$ cat config.mk
export PLATFORM = sky130hd
export DESIGN_NAME = envelope_sample_shaper
export DESIGN_NICKNAME = d
export VERILOG_FILES = /design/src/rtl/synth_env_pkg.sv /design/src/rtl/release_step_ticker.sv /design/src/rtl/envelope_sample_shaper.sv
export SDC_FILE = /design/constraint.sdc
export NUM_CORES = 1
export LEC_CHECK = 0
export BUFFER_PORTS_ARGS = -buffer_cell sky130_fd_sc_hd__clkbuf_2
export CAP_MARGIN = 10
export CORE_ASPECT_RATIO = 1.1
export CORE_MARGIN = 5
export CORE_UTILIZATION = 45
export CTS_BUF_LIST = sky130_fd_sc_hd__clkbuf_4
export CTS_CLUSTER_SIZE = 28
export DETAILED_ROUTE_END_ITERATION = 8
export GPL_TIMING_DRIVEN = 1
export HOLD_SLACK_MARGIN = 0.1
export PLACE_DENSITY_LB_ADDON = 0.05
export SYNTH_ARGS = -nofsm -noshare
export SYNTH_HDL_FRONTEND = slang
export SYNTH_SLANG_ARGS = --single-unit
export TNS_END_PERCENT = 1
$ cat constraint.sdc
create_clock -name clock -period 6.8 [get_ports clock]
set_input_delay 0.68 -clock clock [delete_from_list [all_inputs] [get_ports clock]]
set_output_delay 0.68 -clock clock [all_outputs]
set_load 0.1 [all_outputs]
$ cat src/rtl/synth_env_pkg.sv
// ---------------------------------------------------------------------------
// synth_env_pkg
// Shared definitions for the synth envelope blocks.
//   env_state_t          note-level envelope states (encoding visible on the
//                        env_state port: 0=IDLE 1=ATTACK 2=SUSTAIN 3=RELEASE)
//   SHIFT_MAX            largest shift, i.e. quietest audible setting
//   RELEASE_UNIT_DEFAULT clock cycles per release step at release_value=0
//   CNT_W                release step counter width (covers 16*RELEASE_UNIT)
//   BLANK_CYCLES         ATTACK cycles in which attack_done/attack_shift are
//                        not trusted (restart pulse cycle plus two more)
//   release_period()     step period in cycles for a given release_value
// ---------------------------------------------------------------------------
package synth_env_pkg;

  typedef enum logic [1:0] {
    ENV_IDLE    = 2'd0,
    ENV_ATTACK  = 2'd1,
    ENV_SUSTAIN = 2'd2,
    ENV_RELEASE = 2'd3
  } env_state_t;

  localparam logic [3:0] SHIFT_MAX            = 4'd15;
  localparam int         RELEASE_UNIT_DEFAULT = 500000;
  localparam int         CNT_W                = 36;

  // The attack stage sees our restart pulse one edge late, so its done and
  // shift outputs are stale during the pulse cycle and the two that follow.
  localparam logic [1:0] BLANK_CYCLES         = 2'd3;

  function automatic logic [CNT_W-1:0] release_period(input logic [3:0] release_value,
                                                      input int         unit);
    return (CNT_W'(release_value) + CNT_W'(1)) * CNT_W'(unit);
  endfunction

endpackage

$ cat src/rtl/release_step_ticker.sv
// ---------------------------------------------------------------------------
// release_step_ticker
// Loadable down-counter that emits a one-cycle tick every 'period' cycles.
//   clock   in   system clock, posedge
//   reset   in   synchronous restart: reloads the counter from period
//   period  in   step period in cycles (must be >= 1); sampled on every reload
//   tick    out  high for one cycle at terminal count
// ---------------------------------------------------------------------------
module release_step_ticker
  import synth_env_pkg::*;
(
  input  logic             clock,
  input  logic             reset,
  input  logic [CNT_W-1:0] period,
  output logic             tick
);

  logic [CNT_W-1:0] count;

  assign tick = (count == '0);

  // Loading period-1 makes the first tick land exactly 'period' cycles after
  // the restart. Reloading at terminal count picks up the period presented
  // in that cycle, so a rate change only affects the following step.
  always_ff @(posedge clock) begin
    if (reset || tick) begin
      count <= period - CNT_W'(1);
    end else begin
      count <= count - CNT_W'(1);
    end
  end

endmodule

$ cat src/rtl/envelope_sample_shaper.sv
// ---------------------------------------------------------------------------
// envelope_sample_shaper
// Note-level envelope FSM (IDLE/ATTACK/SUSTAIN/RELEASE) that scales signed
// audio samples by an arithmetic right shift. Restarts the attack stage with
// a one-cycle pulse when a note starts.
//   clock            in   system clock, posedge
//   reset            in   synchronous, active-high
//   note_on          in   gate level, high while the key is held
//   attack_shift     in   shift_amount from the attack stage
//   attack_done      in   done from the attack stage
//   release_value    in   release rate select, step = (value+1)*RELEASE_UNIT
//   sample_in        in   signed input sample
//   sample_in_valid  in   sample_in qualifier
//   attack_restart   out  one-cycle pulse, drives the attack stage reset
//   sample_out       out  shaped signed sample, one cycle latency
//   sample_out_valid out  sample_out qualifier
//   env_state        out  current envelope state
//   cur_shift        out  shift applied to the sample in this cycle
// ---------------------------------------------------------------------------
module envelope_sample_shaper
  import synth_env_pkg::*;
#(
  parameter int SAMPLE_W     = 16,
  parameter int RELEASE_UNIT = RELEASE_UNIT_DEFAULT
) (
  input  logic                       clock,
  input  logic                       reset,
  input  logic                       note_on,
  input  logic [3:0]                 attack_shift,
  input  logic                       attack_done,
  input  logic [3:0]                 release_value,
  input  logic signed [SAMPLE_W-1:0] sample_in,
  input  logic                       sample_in_valid,
  output logic                       attack_restart,
  output logic signed [SAMPLE_W-1:0] sample_out,
  output logic                       sample_out_valid,
  output logic [1:0]                 env_state,
  output logic [3:0]                 cur_shift
);

  env_state_t                 state_q;
  env_state_t                 state_d;
  logic [3:0]                 rel_shift_q;
  logic [3:0]                 rel_shift_d;
  logic [1:0]                 blank_q;
  logic [1:0]                 blank_d;
  logic                       restart_d;
  logic                       release_load;
  logic                       step_tick;
  logic [CNT_W-1:0]           step_period;
  logic signed [SAMPLE_W-1:0] shifted;

  assign step_period = release_period(release_value, RELEASE_UNIT);

  // The step counter restarts on every entry into RELEASE so the first step
  // comes a full period after the key is released.
  release_step_ticker u_ticker (
    .clock  (clock),
    .reset  (reset | release_load),
    .period (step_period),
    .tick   (step_tick)
  );

  always_ff @(posedge clock) begin
    if (reset) begin
      state_q        <= ENV_IDLE;
      rel_shift_q    <= SHIFT_MAX;
      blank_q        <= '0;
      attack_restart <= 1'b0;
    end else begin
      state_q        <= state_d;
      rel_shift_q    <= rel_shift_d;
      blank_q        <= blank_d;
      attack_restart <= restart_d;
    end
  end

  // Next-state logic. The restart pulse is registered, so it is high during
  // the first ATTACK cycle. ATTACK can only be entered from IDLE or RELEASE,
  // which guarantees the pulse is never high two cycles in a row.
  always_comb begin
    state_d      = state_q;
    rel_shift_d  = rel_shift_q;
    blank_d      = blank_q;
    restart_d    = 1'b0;
    release_load = 1'b0;
    cur_shift    = SHIFT_MAX;

    case (state_q)
      ENV_IDLE: begin
        cur_shift = SHIFT_MAX;
        if (note_on) begin
          state_d   = ENV_ATTACK;
          restart_d = 1'b1;
          blank_d   = BLANK_CYCLES;
        end
      end

      ENV_ATTACK: begin
        cur_shift = attack_shift;
        if (blank_q != 2'd0) begin
          blank_d = blank_q - 2'd1;
        end
        // Releasing the key wins over a simultaneous attack completion.
        if (!note_on) begin
          state_d      = ENV_RELEASE;
          rel_shift_d  = attack_shift;
          release_load = 1'b1;
        end else if ((blank_q == 2'd0) && (attack_done || (attack_shift == 4'd0))) begin
          state_d = ENV_SUSTAIN;
        end
      end

      ENV_SUSTAIN: begin
        cur_shift = 4'd0;
        if (!note_on) begin
          state_d      = ENV_RELEASE;
          rel_shift_d  = 4'd0;
          release_load = 1'b1;
        end
      end

      ENV_RELEASE: begin
        cur_shift = rel_shift_q;
        // A new key press wins over a release step in the same cycle.
        if (note_on) begin
          state_d   = ENV_ATTACK;
          restart_d = 1'b1;
          blank_d   = BLANK_CYCLES;
        end else if (step_tick) begin
          if (rel_shift_q == SHIFT_MAX) begin
            state_d = ENV_IDLE;
          end else begin
            rel_shift_d = rel_shift_q + 4'd1;
          end
        end
      end

      default: begin
        state_d = ENV_IDLE;
      end
    endcase
  end

  assign env_state = state_q;

  // Uses the shift of the current (pre-transition) state.
  assign shifted = sample_in >>> cur_shift;

  // Output register holds its last value while no new sample arrives; IDLE
  // mutes the sample but still forwards the valid strobe.
  always_ff @(posedge clock) begin
    if (reset) begin
      sample_out       <= '0;
      sample_out_valid <= 1'b0;
    end else begin
      sample_out_valid <= sample_in_valid;
      if (sample_in_valid) begin
        sample_out <= (state_q == ENV_IDLE) ? '0 : shifted;
      end
    end
  end

endmodule

==> results.md, run 1 <==
* Status: complete, no violations
* CTS buffer count at 9
* DRC at 0
* Clk_lat worst skew at 0.40 ns
* Crit path DAT at 5.46 ns
* CP max stage cell: fa_1
* Final Hold Vio Count at 0
* CP startpoint: release_value[0]
* Post-DP HPWL at 9270 um
* Root buffer cell: clkbuf_4
* Clk pwr share at 11.0%
* H-tree depth at 3
* Hold-fix buffers at CTS at 0
* First-pass GRT wire length at 20900 um
* Crit start category: primary input
* Final setup TNS at 0 ns
* GR Util All Layers at 18.5%
* Switching Share at 54.4%
* GP Congestion at 0.874
* Fmax at roughly 200 MHz
* GR Overflow Total at 0
* Rows at 40
* Routed Antenna Nets at 0
* Starting DRT DRC Count at around 330
* Post-synth EDFFs at 0
* Worst Path Required at 7.14 ns
* Final min period at 5.12 ns
* Clock Path Buffers at 2
* Combined area of the multi-input logic cells at 3530 um2
* Antenna Cells at 0
* CP dominant cell by count: ha_1
* Flops & latches, synth at 62
* Die height at 121 um
* Psw at 1.43 mW
* Post-CTS Setup Bufs at 0
* Skew final at 0.0179 ns
* Area growth from synthesis to layout at 10.2%
* Largest net degree at the start of global routing at 37
* Clk slew on worst S/H paths at between 0.1 and 0.15 ns
* Fill count at ~1100
* Max Slew Vio Count at 0
* CP endpoint kind: flip-flop
* Worst-Margin Slew at 0.711 ns
* Post-Route Utilization at 50.8%
* Final setup fails at 0
* Fin crit share at 75.3%
* Reg2reg setup slack at 3.78 ns
* Initial antenna violation count at 0
* Routed WL at between 10000 and 15000 um
* Post-synth ARST share at 0%
* Maxcap violations at 0
* Seq/Total Area, Yosys at 24.6%
* Top-level I/O count at 53
* Nets at 743
* Vias in the first global route at 4389
* Area of the core at 11000 um2
* Most frequent cells in the layout: nand2_1, dfxtp_1, nor2_1
* Post-synth top area share at 24.6%
* Warnings, synthesis at 0
* Worst min path class: flip-flop to flip-flop
* R2r worst-path depth at 7
* Crit Path Category: primary input to flip-flop
* Die width at 111 um
* Post-Syn Area at between 5000 and 6000 um2
* DR WL/cell at around 14 um
* Post-DR vias/cell at 5.49
* Ratio of cells with drive above 1 in the final layout at 15.1%
* Synth area leader: dfxtp_1
* Logic pwr share at between 60% and 70%
* RR Startpoint: u_ticker.count[4]$_SDFF_PN1_
* RSZ-0062 raised after global routing: false
* Mean Syn Cell Area at 8.01 um2
* Drt first pass iters at 7
* VDD IR-drop max at 306 uV
* Post-synth top flop: dfxtp_1
* Slowest cell delay on critical path at 0.55 ns
* LEAKAGE at 2.33 nW
* RR Endpoint: rel_shift_q[2]$_SDFFE_PP1P_
* Max transition margin at roughly 52%
* CP max FO at 18
* Post-Synthesis Cells at 630
* Main area contributors after synthesis: dfxtp_1, ha_1, mux2i_1, xnor2_1, nand2_1
* Clock Sinks at 62
* PD cells at 472 nW/um2
* Int Pwr at approximately 1.2 mW
* Crit-path cells: clkbuf_2, ha_1, xor2_1, inv_1, fa_1, fa_1, inv_1, ha_1, ha_1, a211oi_1, nor2_1, a311oi_1, xnor2_1, a311oi_1, a31oi_1, buf_4, a21oi_1
* Netlist cell types at 64
* Net count after synthesis at 703
* Reg power frac at 22.9%
* Commonest non-fill, non-tap cell in the layout: nand2_1
* Number of gates resized after CTS at 0
* Seq. cell area at approximately 1200 um2
* Initial Util at a little under half
* I/O Buffers at 52
* Die footprint at about 13000 um2
* Total power at 2.63 mW
* CTS tree: built
* Via count at 4516
* Crit path to: u_ticker.count[24]$_DFF_P_
area by class of cell:
class | count | area share [%]
Clock buffer | 10 | 1.35
Clock inverter | 6 | 1.55
Inverter | 38 | 2.56
Multi-Input combinational cell | 501 | 63.4
Sequential cell | 62 | 22.3
Tap cell | 147 | 3.30
Timing Repair Buffer | 58 | 5.49
cells in the mapped netlist (7+ instances only):
| cell type | n |
|---|---|
| dfxtp_1 | 62 |
| xnor2_1 | 29 |
| nor4_1 | 13 |
| xor2_1 | 21 |
| nand2_1 | 67 |
| nor3_1 | 19 |
| a21oi_1 | 34 |
| a21oi_2 | 11 |
| clkbuf_1 | 21 |
| ha_1 | 38 |
| or3_1 | 9 |
| inv_1 | 36 |
| a31oi_1 | 11 |
| o21ai_0 | 22 |
| mux2i_1 | 37 |
| or4_1 | 7 |
| nand3_1 | 21 |
| nor2_1 | 54 |
worst min-delay path by stage:
stage,slack (ns),endpoint,cells past startpoint,from
after floorplan,0.38,u_ticker.count[0]$_SDFF_PN1_,1,u_ticker.count[0]$_SDFF_PN1_
after global placement,0.41,u_ticker.count[0]$_SDFF_PN1_,1,u_ticker.count[0]$_SDFF_PN1_
after detailed placement,0.41,u_ticker.count[0]$_SDFF_PN1_,1,u_ticker.count[0]$_SDFF_PN1_
after CTS,0.44,u_ticker.count[0]$_SDFF_PN1_,1,u_ticker.count[0]$_SDFF_PN1_
after global routing,0.47,u_ticker.count[0]$_SDFF_PN1_,1,u_ticker.count[0]$_SDFF_PN1_
final,0.44,u_ticker.count[0]$_SDFF_PN1_,1,u_ticker.count[0]$_SDFF_PN1_
sequential cells by signal, summed over array words and instances (netlist names):
name / count
blank_q: 2
env_state: 2
sample_out_valid: 1
rel_shift_q: 4
u_ticker.count: 36
sample_out: 16
attack_restart: 1
stage by stage:
stage,setup WS [ns],area (um2),hold WS [ns],std cells
6_report,1.68,5570,0.438,822
5_1_grt,1.14,5570,0.475,822
4_1_cts,1.71,5570,0.441,822
3_5_place_dp,1.27,5400,0.412,806
3_3_place_gp,1.37,5400,0.408,806
2_1_floorplan,1.67,5050,0.385,630
layer usage:
| layer | part of all wire [%] | track usage [%] | vias up | wire [um] |
|---|---|---|---|---|
| met5 | 0 | 0 | - | 0 |
| met3 | 3.8 | 4.09 | 9 | 451 |
| met2 | 50 | 33.1 | 79 | 5910 |
| met4 | 0.94 | 4.62 | 0 | 112 |
| li1 | - | - | 2336 | - |
| met1 | 46 | 22.6 | 2092 | 5430 |
power groups by stage:
stage | combinational [mW] | sequential, mW | clock, mW
after floorplan | 1.18 | 0.842 | 0
after detailed placement | 1.73 | 0.609 | 0
final | 1.73 | 0.601 | 0.289
after global routing | 1.91 | 0.623 | 0.319
after global placement | 1.72 | 0.606 | 0
after CTS | 1.74 | 0.601 | 0.303
kinds of logic after synthesis:
group | after synthesis | share of synthesized area (%)
buf+inv | 67 | 5.60
xor+xnor | 50 | 8.67
simple gates | 234 | 23.2
mux | 38 | 7.56
fa+ha+maj | 44 | 11.8
flops | 62 | 24.6
compound gates | 135 | 18.5
worst max-delay path, delay by kind of cell:
| family | cells | cell delay (ns) |
|---|---|---|
| simple gates | 1 | 0.08 |
| xor+xnor | 2 | 0.53 |
| compound gates | 5 | 1.32 |
| buf+inv | 4 | 0.69 |
| fa+ha+maj | 5 | 2.16 |
Power figures use the tool's default switching activity.
==> inputs of run 2 (changes only) <==
--- a/config.mk
+++ b/config.mk
@@ -5,6 +5,7 @@
 export SDC_FILE = /design/constraint.sdc
 export NUM_CORES = 1
 export LEC_CHECK = 0
+export ABC_AREA = 1
 export BUFFER_PORTS_ARGS = -buffer_cell sky130_fd_sc_hd__clkbuf_2
 export CAP_MARGIN = 10
 export CORE_ASPECT_RATIO = 1.1
==> constraint.sdc (replaced) <==
create_clock -name clock -period 4.7 [get_ports clock]
set_input_delay 0.47 -clock clock [delete_from_list [all_inputs] [get_ports clock]]
set_output_delay 0.47 -clock clock [all_outputs]
set_load 0.1 [all_outputs]
==> results.md, run 2 <==
* Post-synth top flop: dfxtp_1
* Worst-Margin Slew at 0.774 ns (+0.0627 ns)
* Post-synth top area share at 23.2% (-1.4 points)
* Reg power frac at 22.6% (-0.3 points)
* Ratio of cells with drive above 1 in the final layout at 13.5% (-1.6 points)
* RR Startpoint: env_state[0]$_SDFFE_PP0P_
* Slowest cell delay on critical path at 0.54 ns (about the same)
* I/O Buffers at 52 (unchanged)
* Clock Sinks at 62 (unchanged)
* Number of gates resized after CTS at 0 (unchanged)
* Crit Path Category: primary input to flip-flop
* Main area contributors after synthesis: dfxtp_1, nand2_1, inv_1, ha_1, o21ai_0
* Post-DR vias/cell at 5.13 (-6.6%)
* Total power at 3.60 mW (+37%)
* LEAKAGE at 3.07 nW (+32%)
* DRC at 0 (unchanged)
* DR WL/cell at 13.3 um (-8.4%)
* First-pass GRT wire length at 23300 um (+12%)
* Netlist cell types at 46 (-28%)
* Worst Path Required at 5.07 ns (-2.07 ns)
* Hold endpoint: u_ticker.count[7]$_DFF_P_
* Top-level I/O count at 53 (unchanged)
* Int Pwr at 1.49 mW (+24%)
* Root buffer cell: clkbuf_4
* Routing usage on met1 at 22.4% (-0.14 points)
* Status: complete, no violations
* CP endpoint kind: flip-flop
* Most frequent cells after synthesis: nand2_1, inv_1, o21ai_0
* Clk_lat worst skew at 0.45 ns (+0.05 ns)
* CP dominant cell by count: inv_1
* Maxcap violations at 0 (unchanged)
* H-tree depth at 3 (unchanged)
* CTS tree: built
* Clk slew on worst S/H paths at 0.11 ns (about the same)
* Psw at 2.11 mW (+48%)
* Nets at 957 (+29%)
* Max Slew Vio Count at 0 (unchanged)
* Final setup fails at 0 (unchanged)
* Skew final at 0.0196 ns (+0.00170 ns)
* RSZ-0062 raised after global routing: false
* PD cells at 608 nW/um2 (+29%)
* Flops & latches, synth at 62 (unchanged)
* Fmax at 240 MHz
* Crit-path cells: clkbuf_2, ha_1, inv_1, nand2_2, nand2_4, inv_1, ha_1, inv_1, fa_1, fa_1, inv_1, ha_1, a21oi_1, o21ai_0, a21oi_1, nand3_1, nand2_1, nand3_2, nor2_4, nand3_2, o21ai_0
* Post-Syn Area at 5360 um2 (+6.1%)
* Crit path DAT at 4.53 ns (-0.93 ns)
* Warnings, synthesis at 0 (unchanged)
* CP max stage cell: fa_1
* Met2 usage at 35.9% (+2.8 points)
* RR Endpoint: sample_out[2]$_SDFFE_PP0P_
* Max reg flops at 36 (unchanged)
* GR peak layer: met2
* Die height at 124 um (+2.8%)
* Die width at 114 um (+2.7%)
* Cell Area, Placed at 5750 um2 (+6.3%)
* Fin crit share at around nine tenths
* Most flops, register: u_ticker.count
* Crit start category: primary input
* Max transition margin at 48.3% (-4.1 points)
* Post-synth EDFFs at 0 (unchanged)
* Fill count at 1230 (+10%)
* Min-Delay Startpoint: release_value[2]
* Crit path buffers/inverters at 5 (+1)
* Starting DRT DRC Count at 335 (+2.8%)
* GR Util All Layers at 19.8% (+1.3 points)
* VDD IR-drop max at 425 uV (+39%)
* R2r worst-path depth at 13 (+6)
* Top-count cell post-synth: nand2_1
* Final min period at between 4 and 5 ns
* Hold Path Cell Cnt at 3 (+2)
* Reg2reg setup slack at 1.71 ns (-2.07 ns)
* CP top delay family: adder cells
* Hold_ws at 0.332 ns (-0.106 ns)
* Largest net degree at the start of global routing at 35 (-5.4%)
* Mean Syn Cell Area at 6.41 um2 (-20%)
* Post-DP HPWL at 11100 um (+20%)
* Largest regs: u_ticker.count x36, sample_out x16, rel_shift_q x4
* Post-CTS Setup Bufs at 0 (unchanged)
* CP max FO at 12 (-6)
* Routed WL at 13800 um (+16%)
* Routed Antenna Nets at 0 (unchanged)
* Vias in the first global route at 5175 (+18%)
* Final Hold Vio Count at 0 (unchanged)
* Net count after synthesis at 909 (+29%)
* Post-synth ARST share at 0% (unchanged)
* Initial Util at 46.2% (+0.14 points)
* Final setup TNS at 0 ns (unchanged)
* Switching Share at 58.6% (+4.2 points)
* Clock Path Buffers at 2 (unchanged)
* Commonest non-fill, non-tap cell in the layout: nand2_1
* Area growth from synthesis to layout at 10.5%
* Logic pwr share at 64.8% (-1.3 points)
* Rows at 41 (+2.5%)
* CTS buffer count at 9 (unchanged)
* Hold-fix buffers at CTS at 0 (unchanged)
* Die footprint at 14200 um2 (+5.6%)
* GR Overflow Total at 0 (unchanged)
* Synth area leader: dfxtp_1
* Worst min path class: primary input to flip-flop
* Post-Synthesis Cells at 836 (+33%)
* Drt first pass iters at 5 (-2)
* Via count at 5337 (+18%)
* GP Congestion at 1.01 (+16%)
* Seq/Total Area, Yosys at 23.2% (-1.4 points)
* Most frequent cells in the layout: nand2_1, inv_1, o21ai_0
* Post-layout instance area at 5920 um2 (+6.4%)
* Met3 Use GR at 3.35% (-0.74 points)
* Area of the core at 11600 um2 (+5.8%)
* Clk pwr share at 12.7% (+1.7 points)
* Initial antenna violation count at 1 (+1)
==> run 2: cell count changes in the layout (fill, tap and decap cells not counted), moves of 11 or more <==
cell / previous run / this run
nand3_1: 21 / 50
mux2i_1: 37 / 2
nand4_1: 1 / 12
a31oi_1: 11 / 0
a21oi_2: 11 / 0
xnor2_1: 29 / 5
nand2_1: 67 / 210
inv_1: 36 / 131
nand2_2: 0 / 17
nor2_1: 54 / 66
o21ai_0: 22 / 70
==> run 2: how the worst max path moves through the flow <==
stage | slack, ns | to | cells after the start | startpoint
after floorplan | 0.73 | u_ticker.count[32]$_DFF_P_ | 20 | release_value[0]
after global placement | 0.20 | u_ticker.count[28]$_DFF_P_ | 21 | release_value[0]
after detailed placement | 0.05 | u_ticker.count[28]$_DFF_P_ | 21 | release_value[0]
after CTS | 0.51 | u_ticker.count[29]$_DFF_P_ | 21 | release_value[0]
after global routing | 0.14 | u_ticker.count[29]$_DFF_P_ | 21 | release_value[0]
final | 0.53 | u_ticker.count[29]$_DFF_P_ | 21 | release_value[0]
==> run 2: cell families after synthesis <==
logic type | after synthesis | share of synthesized area, %
fa+ha+maj | 44 | 11.1
simple gates | 409 | 35.6
compound gates | 142 | 14.6
mux | 2 | 0.374
buf+inv | 154 | 11.2
flops | 62 | 23.2
xor+xnor | 23 | 3.90
==> run 2: layout make-up <==
cell class / count / area [um2] / share of cell area [%]
Antenna cell: 1 / 2.50 / 0.0423
Clock buffer: 9 / 67.6 / 1.14
Clock inverter: 7 / 104 / 1.75
Inverter: 134 / 503 / 8.50
Multi-Input combinational cell: 620 / 3520 / 59.4
Sequential cell: 62 / 1240 / 21.0
Tap cell: 150 / 188 / 3.17
Timing Repair Buffer: 57 / 298 / 5.03
==> run 2: power groups by stage <==
stage               Combinational [mW]  Sequential (mW)  Clock, mW
CTS                               2.34            0.812      0.470
global placement                  2.32            0.819          0
finish                            2.33            0.812      0.456
global route                      2.59            0.837      0.496
floorplan                         1.43             1.29          0
detailed placement                2.33            0.825          0
==> run 2: per-layer routing <==
layer  routed length, um  vias to the layer above  part of all wire [%]
met4                 442                        0                   3.2
li1                    -                     2796                     -
met3                 580                       26                   4.2
met2                6900                      115                    50
met5                   0                        -                     0
met1                5870                     2400                    43
==> run 2: worst reg2reg max path, cell delays in order (launching register included) <==
cell and delay, ns:
dfxtp_1 0.44, inv_1 0.09, ha_1 0.22, inv_1 0.15
nand3_1 0.50, inv_1 0.46, nand2_1 0.10, o21ai_0 0.11
o21ai_0 0.13, o21ai_0 0.41, nand3_1 0.12, nand3_1 0.11
nand2_1 0.05, inv_1 0.06
==> run 2: stage by stage <==
stage	instances	worst slack [ns]	utilization (%)
after global routing	1040	0.139	51.1
after CTS	1039	0.513	51.0
after floorplan	836	0.727	-
after detailed placement	1023	0.0477	49.6
final	1040	0.533	51.1
after global placement	1023	0.200	49.6
